==> config.mk <==
export PLATFORM = sky130hd
export DESIGN_NAME = lmsm_sequencer_flat
export DESIGN_NICKNAME = d
export VERILOG_FILES = /design/src/rtl/lmsm_sequencer_if.sv /design/src/rtl/lmsm_sequencer.sv /design/src/flat_wrapper.sv
export SDC_FILE = /design/constraint.sdc
export NUM_CORES = 1
export LEC_CHECK = 0
export ABC_AREA = 1
export BUFFER_PORTS_ARGS = -buffer_cell sky130_fd_sc_hd__buf_2
export CORE_ASPECT_RATIO = 0.8
export CORE_MARGIN = 2
export CORE_UTILIZATION = 32
export DETAILED_ROUTE_END_ITERATION = 10
export GPL_TIMING_DRIVEN = 1
export PLACE_DENSITY = 0.49
export SLEW_MARGIN = 20
export SYNTH_ARGS = -nofsm -noshare
export SYNTH_HDL_FRONTEND = slang
export SYNTH_SLANG_ARGS = --single-unit
==> constraint.sdc <==
create_clock -name clk -period 1.9 [get_ports clk]
set_clock_uncertainty 0.15 [all_clocks]
set_input_delay 0.095 -clock clk [delete_from_list [all_inputs] [get_ports clk]]
set_output_delay 0.095 -clock clk [all_outputs]
set_load 0.01 [all_outputs]
==> src/rtl/lmsm_sequencer_if.sv <==
// Issue and memory-side signals of the LM/SM sequencer.
// With LMSM_FLUSH_EN defined the interface also carries the flush abort request.
interface lmsm_sequencer_if #(
  parameter int ADDR_WIDTH = 16,
  parameter int MASK_WIDTH = 8
);
  localparam int IDX_WIDTH = $clog2(MASK_WIDTH);

  logic                  start;
  logic                  is_store;
  logic [MASK_WIDTH-1:0] mask;
  logic [ADDR_WIDTH-1:0] base_addr;
  logic                  mem_rdy;
`ifdef LMSM_FLUSH_EN
  logic                  flush;
`endif
  logic                  busy;
  logic                  addr_sel;
  logic [IDX_WIDTH-1:0]  reg_idx;
  logic [ADDR_WIDTH-1:0] mem_addr;
  logic                  mem_en;
  logic                  mem_we;
  logic                  rf_we;
  logic                  done;

  // Issuer / memory side.
  modport master (
    output start, is_store, mask, base_addr, mem_rdy,
`ifdef LMSM_FLUSH_EN
    output flush,
`endif
    input  busy, addr_sel, reg_idx, mem_addr, mem_en, mem_we, rf_we, done
  );

  // Sequencer side.
  modport slave (
    input  start, is_store, mask, base_addr, mem_rdy,
`ifdef LMSM_FLUSH_EN
    input  flush,
`endif
    output busy, addr_sel, reg_idx, mem_addr, mem_en, mem_we, rf_we, done
  );
endinterface

==> src/rtl/lmsm_sequencer.sv <==
// LM/SM multi-cycle sequencer for IITB-RISC.
// Walks the register mask lowest bit first, one memory transfer per accepted
// mem_rdy, and stalls the pipeline (busy) until the sequence completes.
// Optional feature: define LMSM_FLUSH_EN to enable the flush abort input.
module lmsm_sequencer #(
  parameter int ADDR_WIDTH = 16,
  parameter int MASK_WIDTH = 8,
  parameter int ADDR_STEP  = 1
) (
  input  logic               clk,
  input  logic               rst,
  lmsm_sequencer_if.slave    bus
);
  localparam int IDX_WIDTH = $clog2(MASK_WIDTH);
  localparam logic [ADDR_WIDTH-1:0] STEP = ADDR_WIDTH'(ADDR_STEP);

  typedef enum logic [1:0] {
    IDLE = 2'd0,
    XFER = 2'd1,
    DONE = 2'd2
  } state_t;

  state_t                state_reg, state_next;
  logic [MASK_WIDTH-1:0] pending_reg, pending_next;
  logic [ADDR_WIDTH-1:0] addr_reg, addr_next;
  logic                  store_reg, store_next;

  // Lowest pending bit as a one-hot vector (two's-complement isolate).
  logic [MASK_WIDTH-1:0] lowest_bit;
  assign lowest_bit = pending_reg & (~pending_reg + MASK_WIDTH'(1));

  // Nothing beyond the lowest bit remains: this transfer is the last one.
  logic last_xfer;
  assign last_xfer = (pending_reg & ~lowest_bit) == '0;

  // One-hot to binary: index bit gi is the OR of one-hot positions whose index has bit gi set.
  logic [IDX_WIDTH-1:0][MASK_WIDTH-1:0] idx_sel;
  logic [IDX_WIDTH-1:0]                 idx_enc;
  genvar gi, gj;
  generate
    for (gi = 0; gi < IDX_WIDTH; gi++) begin : g_enc
      for (gj = 0; gj < MASK_WIDTH; gj++) begin : g_sel
        if (((gj >> gi) & 1) != 0) begin : g_on
          assign idx_sel[gi][gj] = lowest_bit[gj];
        end else begin : g_off
          assign idx_sel[gi][gj] = 1'b0;
        end
      end
      assign idx_enc[gi] = |idx_sel[gi];
    end
  endgenerate

  // A start is accepted only when no abort is requested in the same cycle.
  logic start_ok;
  logic abort;
`ifdef LMSM_FLUSH_EN
  assign start_ok = bus.start & ~bus.flush;
  assign abort    = bus.flush;
`else
  assign start_ok = bus.start;
  assign abort    = 1'b0;
`endif

  // State, pending mask, address and direction registers.
  always_ff @(posedge clk or posedge rst) begin
    if (rst) begin
      state_reg   <= IDLE;
      pending_reg <= '0;
      addr_reg    <= '0;
      store_reg   <= 1'b0;
    end else begin
      state_reg   <= state_next;
      pending_reg <= pending_next;
      addr_reg    <= addr_next;
      store_reg   <= store_next;
    end
  end

  // Next-state logic and outputs decoded from the registered state.
  always_comb begin
    state_next   = state_reg;
    pending_next = pending_reg;
    addr_next    = addr_reg;
    store_next   = store_reg;
    bus.busy     = 1'b0;
    bus.addr_sel = 1'b0;
    bus.reg_idx  = '0;
    bus.mem_addr = '0;
    bus.mem_en   = 1'b0;
    bus.mem_we   = 1'b0;
    bus.rf_we    = 1'b0;
    bus.done     = 1'b0;

    case (state_reg)
      IDLE: begin
        if (start_ok) begin
          pending_next = bus.mask;
          addr_next    = bus.base_addr;
          store_next   = bus.is_store;
          state_next   = (bus.mask != '0) ? XFER : DONE;
        end
      end
      XFER: begin
        bus.busy     = 1'b1;
        bus.addr_sel = 1'b1;
        bus.mem_en   = 1'b1;
        bus.reg_idx  = idx_enc;
        bus.mem_addr = addr_reg;
        bus.mem_we   = store_reg;
        bus.rf_we    = ~store_reg & bus.mem_rdy;
        if (bus.mem_rdy) begin
          pending_next = pending_reg & ~lowest_bit;
          addr_next    = addr_reg + STEP;
          if (last_xfer) begin
            state_next = DONE;
          end
        end
        // An abort still lets the current transfer strobe, but ends the sequence silently.
        if (abort) begin
          pending_next = '0;
          state_next   = IDLE;
        end
      end
      DONE: begin
        bus.busy   = 1'b1;
        bus.done   = 1'b1;
        state_next = IDLE;
      end
      default: begin
        pending_next = '0;
        state_next   = IDLE;
      end
    endcase
  end
endmodule

==> src/flat_wrapper.sv <==
// flat-port wrapper written by rule: the top's interface ports become plain ports
module lmsm_sequencer_flat 
#(
  parameter int ADDR_WIDTH = 16,
  parameter int MASK_WIDTH = 8,
  parameter int ADDR_STEP  = 1
)
  (clk, rst, bus_start, bus_is_store, bus_mask, bus_base_addr, bus_mem_rdy, bus_busy, bus_addr_sel, bus_reg_idx, bus_mem_addr, bus_mem_en, bus_mem_we, bus_rf_we, bus_done);
  lmsm_sequencer_if #(.ADDR_WIDTH(ADDR_WIDTH), .MASK_WIDTH(MASK_WIDTH)) bus_i ();
  input  logic clk;
  input  logic rst;
  input wire logic [$bits(bus_i.start)-1:0] bus_start;
  input wire logic [$bits(bus_i.is_store)-1:0] bus_is_store;
  input wire logic [$bits(bus_i.mask)-1:0] bus_mask;
  input wire logic [$bits(bus_i.base_addr)-1:0] bus_base_addr;
  input wire logic [$bits(bus_i.mem_rdy)-1:0] bus_mem_rdy;
  output wire logic [$bits(bus_i.busy)-1:0] bus_busy;
  output wire logic [$bits(bus_i.addr_sel)-1:0] bus_addr_sel;
  output wire logic [$bits(bus_i.reg_idx)-1:0] bus_reg_idx;
  output wire logic [$bits(bus_i.mem_addr)-1:0] bus_mem_addr;
  output wire logic [$bits(bus_i.mem_en)-1:0] bus_mem_en;
  output wire logic [$bits(bus_i.mem_we)-1:0] bus_mem_we;
  output wire logic [$bits(bus_i.rf_we)-1:0] bus_rf_we;
  output wire logic [$bits(bus_i.done)-1:0] bus_done;
  assign bus_i.start = bus_start;
  assign bus_i.is_store = bus_is_store;
  assign bus_i.mask = bus_mask;
  assign bus_i.base_addr = bus_base_addr;
  assign bus_i.mem_rdy = bus_mem_rdy;
  assign bus_busy = bus_i.busy;
  assign bus_addr_sel = bus_i.addr_sel;
  assign bus_reg_idx = bus_i.reg_idx;
  assign bus_mem_addr = bus_i.mem_addr;
  assign bus_mem_en = bus_i.mem_en;
  assign bus_mem_we = bus_i.mem_we;
  assign bus_rf_we = bus_i.rf_we;
  assign bus_done = bus_i.done;
  lmsm_sequencer #(.ADDR_WIDTH(ADDR_WIDTH), .MASK_WIDTH(MASK_WIDTH), .ADDR_STEP(ADDR_STEP)) u_core (.clk(clk), .rst(rst), .bus(bus_i));
endmodule
* Word level (Yosys, flattened, before mapping)
Cells that the tools add are included.
Word-level totals: bits in registers 27, output and inout bits 25, input bits 29, word-level logic and storage cells 48
Operators by class: bitwise logic cells 7, reductions and logical operators 12, add/sub/neg operators 2, equality and inequality tests 5, multiplexer cells 18
Operators by type and width (count):
- two-way mux 16 bit | 3
- one-hot mux 16 bit (2 select lines) | 1
- one-hot mux 8 bit (3 select lines) | 1
- adder 16 x 1 -> 16 bit, second input constant | 1
- AND 8 bit | 2
- two-way mux 8 bit | 2
- inverter 8 bit | 2
- OR reduction 4 bit | 3
- AND reduction 3 bit | 3
- adder 8 x 1 -> 8 bit, second input constant | 1
- logical NOT 8 bit | 1
- two-way mux 2 bit | 4
- nonzero test 8 bit | 1
- two-way mux 1 bit | 5
- inequality test 2 bit, second input constant | 2
- one-hot mux 2 bit (2 select lines) | 1
- two-way mux 3 bit | 1
- equality test 2 x 1 -> 1 bit, second input constant | 1
- equality test 2 bit, second input constant | 1
- logical NOT 2 bit | 1
- inequality test 2 x 1 -> 1 bit, second input constant | 1
- inverter 1 bit | 2
- AND reduction 2 bit | 1
- nonzero test 2 bit | 1
- 2 further kinds | 2

* Depth between registers and ports, before layout
Gate-level depths: netlist (run 1).
word-level depth 9, mapped depth 10

* Worst setup path before layout (run 1)
No wires, ideal clock.
kind reg-to-reg, from reg u_core.state_reg[1], to reg u_core.addr_reg[14], arrival time 1508 ps, required time 1631 ps, cell stages (with the launch flop) 11, path slack 123 ps, period minus slack after synthesis 1777 ps, path buffers 1, cells stage by stage dfrtp_1 -> inv_1 -> ha_1 -> nand2_1 -> nand2_2 -> inv_2 -> o21ai_4 -> inv_4 -> buf_6 -> o22ai_1 -> inv_1
Between the ends: longest elaborated chain between the ends 3
RTL lines:
- start: declaration | RTL line lmsm_sequencer.sv:23 | state_t state_reg, state_next;
- start signal: assignment | RTL line lmsm_sequencer.sv:72 | state_reg <= state_next;
- equality test 2 x 1 -> 1 bit / logical NOT 2 bit (equally long branches) | RTL line lmsm_sequencer.sv:94 | case (state_reg)
- inequality test 2 bit (no line) / nonzero test 2 bit (equally long branches)
- AND reduction 3 bit (no line)
- end signal: assignment | RTL line lmsm_sequencer.sv:74 | addr_reg <= addr_next;
- end: declaration | RTL line lmsm_sequencer.sv:25 | logic [ADDR_WIDTH-1:0] addr_reg, addr_next;
Several ways; a longest one is shown, not always the timed one. A chain may end at the register's enable or synchronous reset.

* Worst setup path after layout (run 1)
from reg u_core.state_reg[1], to out bus_mem_addr[10]
Between the ends: longest elaborated chain between the ends 2
RTL lines:
- equality test 2 x 1 -> 1 bit | RTL line lmsm_sequencer.sv:94
- two-way mux 16 bit | RTL line lmsm_sequencer.sv:94
- end: declaration | RTL line flat_wrapper.sv:20 | output wire logic [$bits(bus_i.mem_addr)-1:0] bus_mem_addr;
Every way passes these cells.

==> results of run 1 <==
## layout make-up
cell class                 instances  share of cell area [%]
multi-input combinational        205                    41.7
inverter                          47                    6.94
clock buffer                       3                    1.58
sequential                        27                    25.9
clock inverter                     1                   0.192
tap                               81                    3.88
timing repair buffer              82                    19.8
## stage by stage
| stage | instance area, um^2 | power [uW] | setup slack [ns] | hold WS (ns) |
|---|---|---|---|---|
| floorplan | 2000 | 3100 | 0.123 | -0.00228 |
| CTS | 2580 | 4260 | 0.0279 | 0.00107 |
| global placement | 2370 | 3840 | 0.0851 | 0.0402 |
| global route | 2610 | 4760 | 0.00682 | 0.0160 |
| detailed placement | 2370 | 3850 | 0.0657 | 0.0413 |
| finish | 2610 | 4300 | 0.113 | 0.0132 |
## synthesized netlist by cell type (2+ instances only)
master | instances | area share [%]
clkinv_1 | 2 | 0.38
inv_4 | 2 | 0.63
o21ai_0 | 15 | 3.8
nor2_2 | 5 | 1.6
buf_2 | 4 | 1.0
nand2_1 | 76 | 14
a22oi_1 | 4 | 1.5
nand2_2 | 4 | 1.3
nand4_1 | 2 | 0.63
nor2_4 | 4 | 2.3
buf_6 | 4 | 2.3
o21ai_1 | 12 | 3.0
inv_2 | 2 | 0.38
nor2_1 | 22 | 4.1
a21oi_1 | 16 | 4.0
a31oi_1 | 7 | 2.2
o22ai_1 | 2 | 0.63
ha_1 | 4 | 2.5
inv_1 | 41 | 7.7
dfrtp_1 | 27 | 34
buf_4 | 2 | 0.75
nand3_1 | 14 | 3.5
nor3_1 | 3 | 0.75
## repair_timing
action | CTS | global route
endpoints found under the setup margin | 11 | 12
buffers inserted | 1 | 3
hold buffers | 15 | 0
gates resized for setup | 3 | 4
endpoints found under the hold margin | 39 | 0
## worst register-to-register path, stage by stage, from the launching register on
cell           delay (ns)
dfrtp_1              0.44
inv_2                0.08
ha_4                 0.18
buf_4                0.17
nand3_1              0.07
dlygate4sd3_1        0.54
nand2_1              0.05
## worst paths after layout
path | from | to | slack (ns) | depth (start not counted)
worst max-delay path | u_core.state_reg[1] | bus_mem_addr[10] | 0.11 | 7
worst min register to register | u_core.store_reg | u_core.store_reg | 0.38 | 2
max in group asynchronous | rst | u_core.addr_reg[0] | 1.04 | 4
min in group asynchronous | rst | u_core.addr_reg[10] | 0.27 | 4
worst min-delay path | bus_mask[2] | u_core.pending_reg[2] | 0.01 | 5
worst max register to register | u_core.state_reg[0] | u_core.store_reg | 0.12 | 6
## report_power, final
part	switching, uW	internal (uW)
registers	314	866
logic	1690	1090
clock network	197	148
## logic make-up (layout without fill, tap and decap cells)
family / after synthesis / after routing / share of synthesized area [%]
XOR/XNOR: 2 / 2 / 0.876
AND/OR/NAND/NOR: 136 / 136 / 31.4
flip-flops: 27 / 27 / 33.8
adder cells (fa/ha/maj): 4 / 4 / 2.50
AO/OA/AOI/OAI: 63 / 63 / 18.4
buffers and inverters: 57 / 133 / 13.1
## per-layer routing
layer / vias up / routed length (um) / GRT usage, % / share of wire (%)
met5: - / 0 / 0 / 0
met4: 0 / 19 / 2.32 / 0.34
met3: 2 / 207 / 3.00 / 3.7
met2: 41 / 2440 / 27.3 / 43
met1: 956 / 2960 / 23.9 / 53
li1: 1083 / - / - / -
==> results.sh, run 1 <==
export IMPL_status="complete, no violations"
export IMPL_gp_congestion=0.794
export IMPL_ys_types=38
export IMPL_async_flop_share_pct=100
export IMPL_grt_pass1_vias=1878
export IMPL_clockBufferDepth=2
export IMPL_seqCellArea_um2=676
export IMPL_critPathMaxStageDelay_ns=0.40
export IMPL_wl_per_cell_um=12.6
export IMPL_drt_iter0_markers=137
export IMPL_critPathLaunchType="flop"
export IMPL_multiInputGateArea_mm2=0.00109
export IMPL_path_cells="inv_2 > ha_4 > clkbuf_2 > buf_4 > nand2_1 > inv_1 > buf_2"
export IMPL_drt_pass1_iterations=4
export IMPL_tightest_slew_ns=0.392
export IMPL_rsz0062_at_grt="false"
export IMPL_antenna_found_initial=0
export IMPL_grt_util_all_layers_pct=16.7
export IMPL_ys_seq_elements=27
export IMPL_crit_fanout=6
export IMPL_drtAntennaViolNets=0
export IMPL_diodes=0
export IMPL_ir_drop_mv=0.813
export IMPL_synth_cells=289
export IMPL_numPortBuffers=53
export IMPL_start_util_pct=33.5
export IMPL_p_leak_uw=0.00138
export IMPL_slew_viol_final=0
export IMPL_largest_register_ffs=16
export IMPL_crit_path_end_kind="output port"
export IMPL_cts_tree="done"
export IMPL_final_setup_viol_count=0
export IMPL_rows=25
export IMPL_cts_buffers=3
export IMPL_overflow=0
export IMPL_htreeDepth=1
export IMPL_grt_pass1_wl_um=9060
export IMPL_final_core_util_pct=43.7
export IMPL_final_layout_size_suffix_gt1_share_pct=26.8
export IMPL_post_route_period_util_pct=94.0
export IMPL_cp_arrival_ns=1.54
export IMPL_routed_wl_um=5630
export IMPL_max_freq_mhz=560
export IMPL_critPathTopFamily="buffers and inverters"
export IMPL_io_pins=54
export IMPL_dp_hpwl_um=4140
export IMPL_fin_nets=399
export IMPL_cts_sinks=27
export IMPL_netlist_area_mm2=0.00200
export IMPL_path_class="flop to output port"
export IMPL_min_path_type="input port to flop"
export IMPL_yosys_warnings=0
export IMPL_place_inst=424
export IMPL_drv_cap=0
export IMPL_critPathBufInv=5
export IMPL_drc=0
export IMPL_synth_nets=322
export IMPL_cpMaxStageDelayCell="dfrtp_1"
export IMPL_final_common_cell="nand2_1"
export IMPL_seq_area_frac_synth_pct=33.8
export IMPL_die_y_um=74.7
export IMPL_period_minus_slack_ns=1.79
export IMPL_clock_latency_ns=0.28
export IMPL_syn_to_final_growth_pct=30.7
export IMPL_fin_cells=446
export IMPL_fp_coreArea_mm2=0.00597
export IMPL_synth_main_ff_cell="dfrtp_1"
export IMPL_fin_tns_setup_ns=0
export IMPL_power_density_mw_per_mm2=1650
export IMPL_dieWidth_um=92.4
export IMPL_cp_required_ns=1.65
export IMPL_syn_area_per_cell_um2=6.92
export IMPL_fillers=651
export IMPL_cts_root_buf="clkbuf_8"
export IMPL_vias=2082
export IMPL_hold_viol_final=0
export IMPL_slew_headroom_pct=73.9
export IMPL_path_clk_slew_ns=0.11
export IMPL_viasPerCell=4.67
export IMPL_synth_edf_count=0
export IMPL_grt_max_degree=28
export IMPL_die_area_mm2=0.00690
export IMPL_most_common_layout_cells="nand2_1, buf_2, inv_1"
Note: power is estimated with default switching activity, not from simulation.
==> inputs of run 2 (changes only) <==
Settings changed: ABC_AREA 1 to not set, PLACE_DENSITY 0.49 to 0.5.
==> run 2 against run 1 <==
  * The flow now finishes with violations (setup timing)
  * Worst setup slack worse by 0.23 ns
  * Clock-buffer cell count stayed put
  * Cell count is 15% lower
  * Register-to-register slack worse by 0.20 ns
  * Non-clock buffer count is 27 higher
  * Sequential cell count stayed put
  * Via count is 6.2% lower
  * Global-route usage is 1.1 points higher
  * Clock power hardly changed
  * Wire length is 7.1% lower
  * Fmax is 11% lower
  * Sequential power is 3% lower
  * Critical endpoint is now bus_reg_idx[0]
  * Largest cell class unchanged
==> results.sh, run 2 <==
export IMPL_status="finished with violations"
export IMPL_violations="setup timing"
export IMPL_final_core_util_pct=49.8
export IMPL_drc=0
export IMPL_min_path_type="input port to flop"
export IMPL_grt_max_degree=28
export IMPL_grt_util_all_layers_pct=17.8
export IMPL_yosysTopAreaCell="dfrtp_1"
export IMPL_finalInstanceArea_mm2=0.00269
export IMPL_slew_viol_final=0
export IMPL_synth_compound_gate_area_share_pct=27.6
export IMPL_diodes=0
export IMPL_grt_pass1_wl_um=8730
export IMPL_most_common_layout_cells="buf_2, buf_4, dfrtp_1"
export IMPL_r2r_start="u_core.pending_reg[2]"
export IMPL_largest_register_ffs=16
export IMPL_synth_edf_count=0
export IMPL_io_pins=54
export IMPL_final_setup_viol_count=3
export IMPL_path_class="flop to output port"
export IMPL_grt_pass1_vias=1879
export IMPL_crit_fanout=3
export IMPL_clock_latency_ns=0.28
export IMPL_power_switching_uw=2040
export IMPL_tightest_slew_ns=0.479
export IMPL_rsz0062_at_grt="true"
export IMPL_critPathLaunchType="flop"
export IMPL_vias=1952
export IMPL_clockBufferDepth=2
export IMPL_final_common_cell="buf_2"
export IMPL_wl_per_cell_um=13.8
export IMPL_fin_nets=348
export IMPL_syn_area_per_cell_um2=8.41
export IMPL_cellInternalPower_uw=2520
export IMPL_drt_pass1_iterations=4
export IMPL_synth_area_top_cells="dfrtp_1, and2_1, o21ai_0"
export IMPL_p_leak_uw=0.00130
export IMPL_synth_main_ff_cell="dfrtp_1"
export IMPL_cts_root_buf="clkbuf_8"
export IMPL_fp_coreArea_mm2=0.00541
export IMPL_async_flop_share_pct=100
export IMPL_ys_seq_elements=27
export IMPL_rows=24
export IMPL_post_route_period_util_pct=106
export IMPL_crit_path_end_kind="output port"
export IMPL_pwr_share_seq_pct=24.9
export IMPL_synth_simple_area_share_pct=22.4
export IMPL_synth_nets=244
export IMPL_period_minus_slack_ns=2.02
export IMPL_viasPerCell=5.15
export IMPL_gp_congestion=0.889
export IMPL_final_layout_size_suffix_gt1_share_pct=35.7
export IMPL_power_density_mw_per_mm2=1690
export IMPL_cp_arrival_ns=1.77
export IMPL_switching_share_pct=44.7
export IMPL_placed_cell_area_mm2=0.00232
export IMPL_synth_adder_area_share_pct=2.82
export IMPL_ir_drop_mv=0.719
export IMPL_cts_sinks=27
export IMPL_holdCritStartpoint="bus_base_addr[11]"
export IMPL_synth_top_family_by_area="compound AO/OA/AOI/OAI gates"
export IMPL_clock_power_share_pct=7.5
export IMPL_synth_cells=211
export IMPL_startpoint="u_core.pending_reg[2]"
export IMPL_netlist_top_cells_count="dfrtp_1, nand2_1, o21ai_0"
export IMPL_synth_most_common_cell="dfrtp_1"
export IMPL_hold_slack_ns=0.0547
export IMPL_drtAntennaViolNets=0
export IMPL_max_freq_mhz=496
export IMPL_synthXorXnorAreaFrac_pct=0
export IMPL_die_area_mm2=0.00616
export IMPL_cts_tree="done"
export IMPL_seq_area_frac_synth_pct=38.1
export IMPL_dieWidth_um=87.3
export IMPL_fin_ws_ns=-0.118
export IMPL_yosys_warnings=0
export IMPL_r2r_slack_ns=-0.08
export IMPL_drv_cap=0
export IMPL_drt_iter0_markers=98
export IMPL_synth_top_cell_area_share_pct=38.1
export IMPL_overflow=0
export IMPL_numPortBuffers=53
export IMPL_cts_buffers=3
export IMPL_netlist_area_mm2=0.00177
export IMPL_syn_to_final_growth_pct=51.8
export IMPL_fillers=526
export IMPL_hold_viol_final=0
export IMPL_start_util_pct=32.8
export IMPL_cp_required_ns=1.65
export IMPL_synth_area_mux_share_pct=4.58
export IMPL_combPwrFrac_pct=67.6
export IMPL_ys_types=42
export IMPL_slew_headroom_pct=67.8
export IMPL_antenna_found_initial=0
export IMPL_dp_hpwl_um=3830
export IMPL_htreeDepth=1
export IMPL_path_clk_slew_ns=0.09
export IMPL_die_y_um=70.6
export IMPL_routed_wl_um=5230
run 2: worst paths after layout:
check,to,cells past startpoint
worst max-delay path,bus_reg_idx[0],6
worst min-delay path,u_core.addr_reg[11],3
worst max register to register,u_core.state_reg[1],5
worst min register to register,u_core.addr_reg[15],1
max in group asynchronous,u_core.addr_reg[0],4
min in group asynchronous,u_core.addr_reg[12],4
run 2: logic make-up after synthesis:
kind of cell / Yosys count
and+or+nand+nor: 78
AOI/OAI and AO/OA: 74
DFF: 27
buffers and inverters: 20
muxes: 8
adders and majority gates: 4
run 2: per-stage QoR:
stage | setup WS, ns | cells | total power, uW | TNS [ns]
2_1_floorplan | -0.0196 | 211 | 2900 | -0.0196
3_3_place_gp | -0.0322 | 350 | 4000 | -0.0322
3_5_place_dp | -0.0739 | 350 | 4000 | -0.106
4_1_cts | -0.136 | 378 | 4430 | -0.348
5_1_grt | -0.199 | 379 | 4990 | -0.755
6_report | -0.118 | 379 | 4560 | -0.299
run 2: power by group through the flow:
| stage | clock [uW] | sequential [uW] | combinational (uW) |
|---|---|---|---|
| final | 342 | 1140 | 3080 |
| after CTS | 357 | 1120 | 2950 |
| after floorplan | 0 | 1120 | 1770 |
| after detailed placement | 0 | 1130 | 2880 |
| after global placement | 0 | 1130 | 2870 |
| after global routing | 382 | 1190 | 3420 |
run 2: critical path, cell delays in order, from the launching register on:
cell     delay [ns]
dfrtp_1        0.39
or4_4          0.57
buf_4          0.16
nor2_2         0.09
a22oi_1        0.09
nor2_1         0.08
buf_2          0.13
run 2: final cells by class:
type | instances | area (um^2) | share of cell area (%)
Multi-Input combinational cell | 164 | 1100 | 40.7
Timing Repair Buffer | 109 | 753 | 28.0
Sequential cell | 27 | 678 | 25.2
Tap cell | 65 | 81.3 | 3.02
Clock buffer | 3 | 41.3 | 1.53
Inverter | 10 | 37.5 | 1.39
Clock inverter | 1 | 5.00 | 0.186
run 2: timing repair:
action | 4_1_cts | 5_1_grt
setup buffers | 0 | 1
hold buffers | 24 | 0
gates resized for setup | 4 | 18
setup endpoints to repair | 5 | 23
pin swaps | 1 | 0
endpoints found under the hold margin | 50 | 0
run 2: layer usage:
layer / wire (um) / track usage (%) / vias to the layer above / part of all wire (%)
li1: - / - / 987 / -
met1: 2600 / 26.1 / 908 / 50
met2: 2340 / 28.1 / 55 / 45
met3: 275 / 2.80 / 2 / 5.3
met4: 24 / 3.08 / 0 / 0.46
met5: 0 / 0 / - / 0
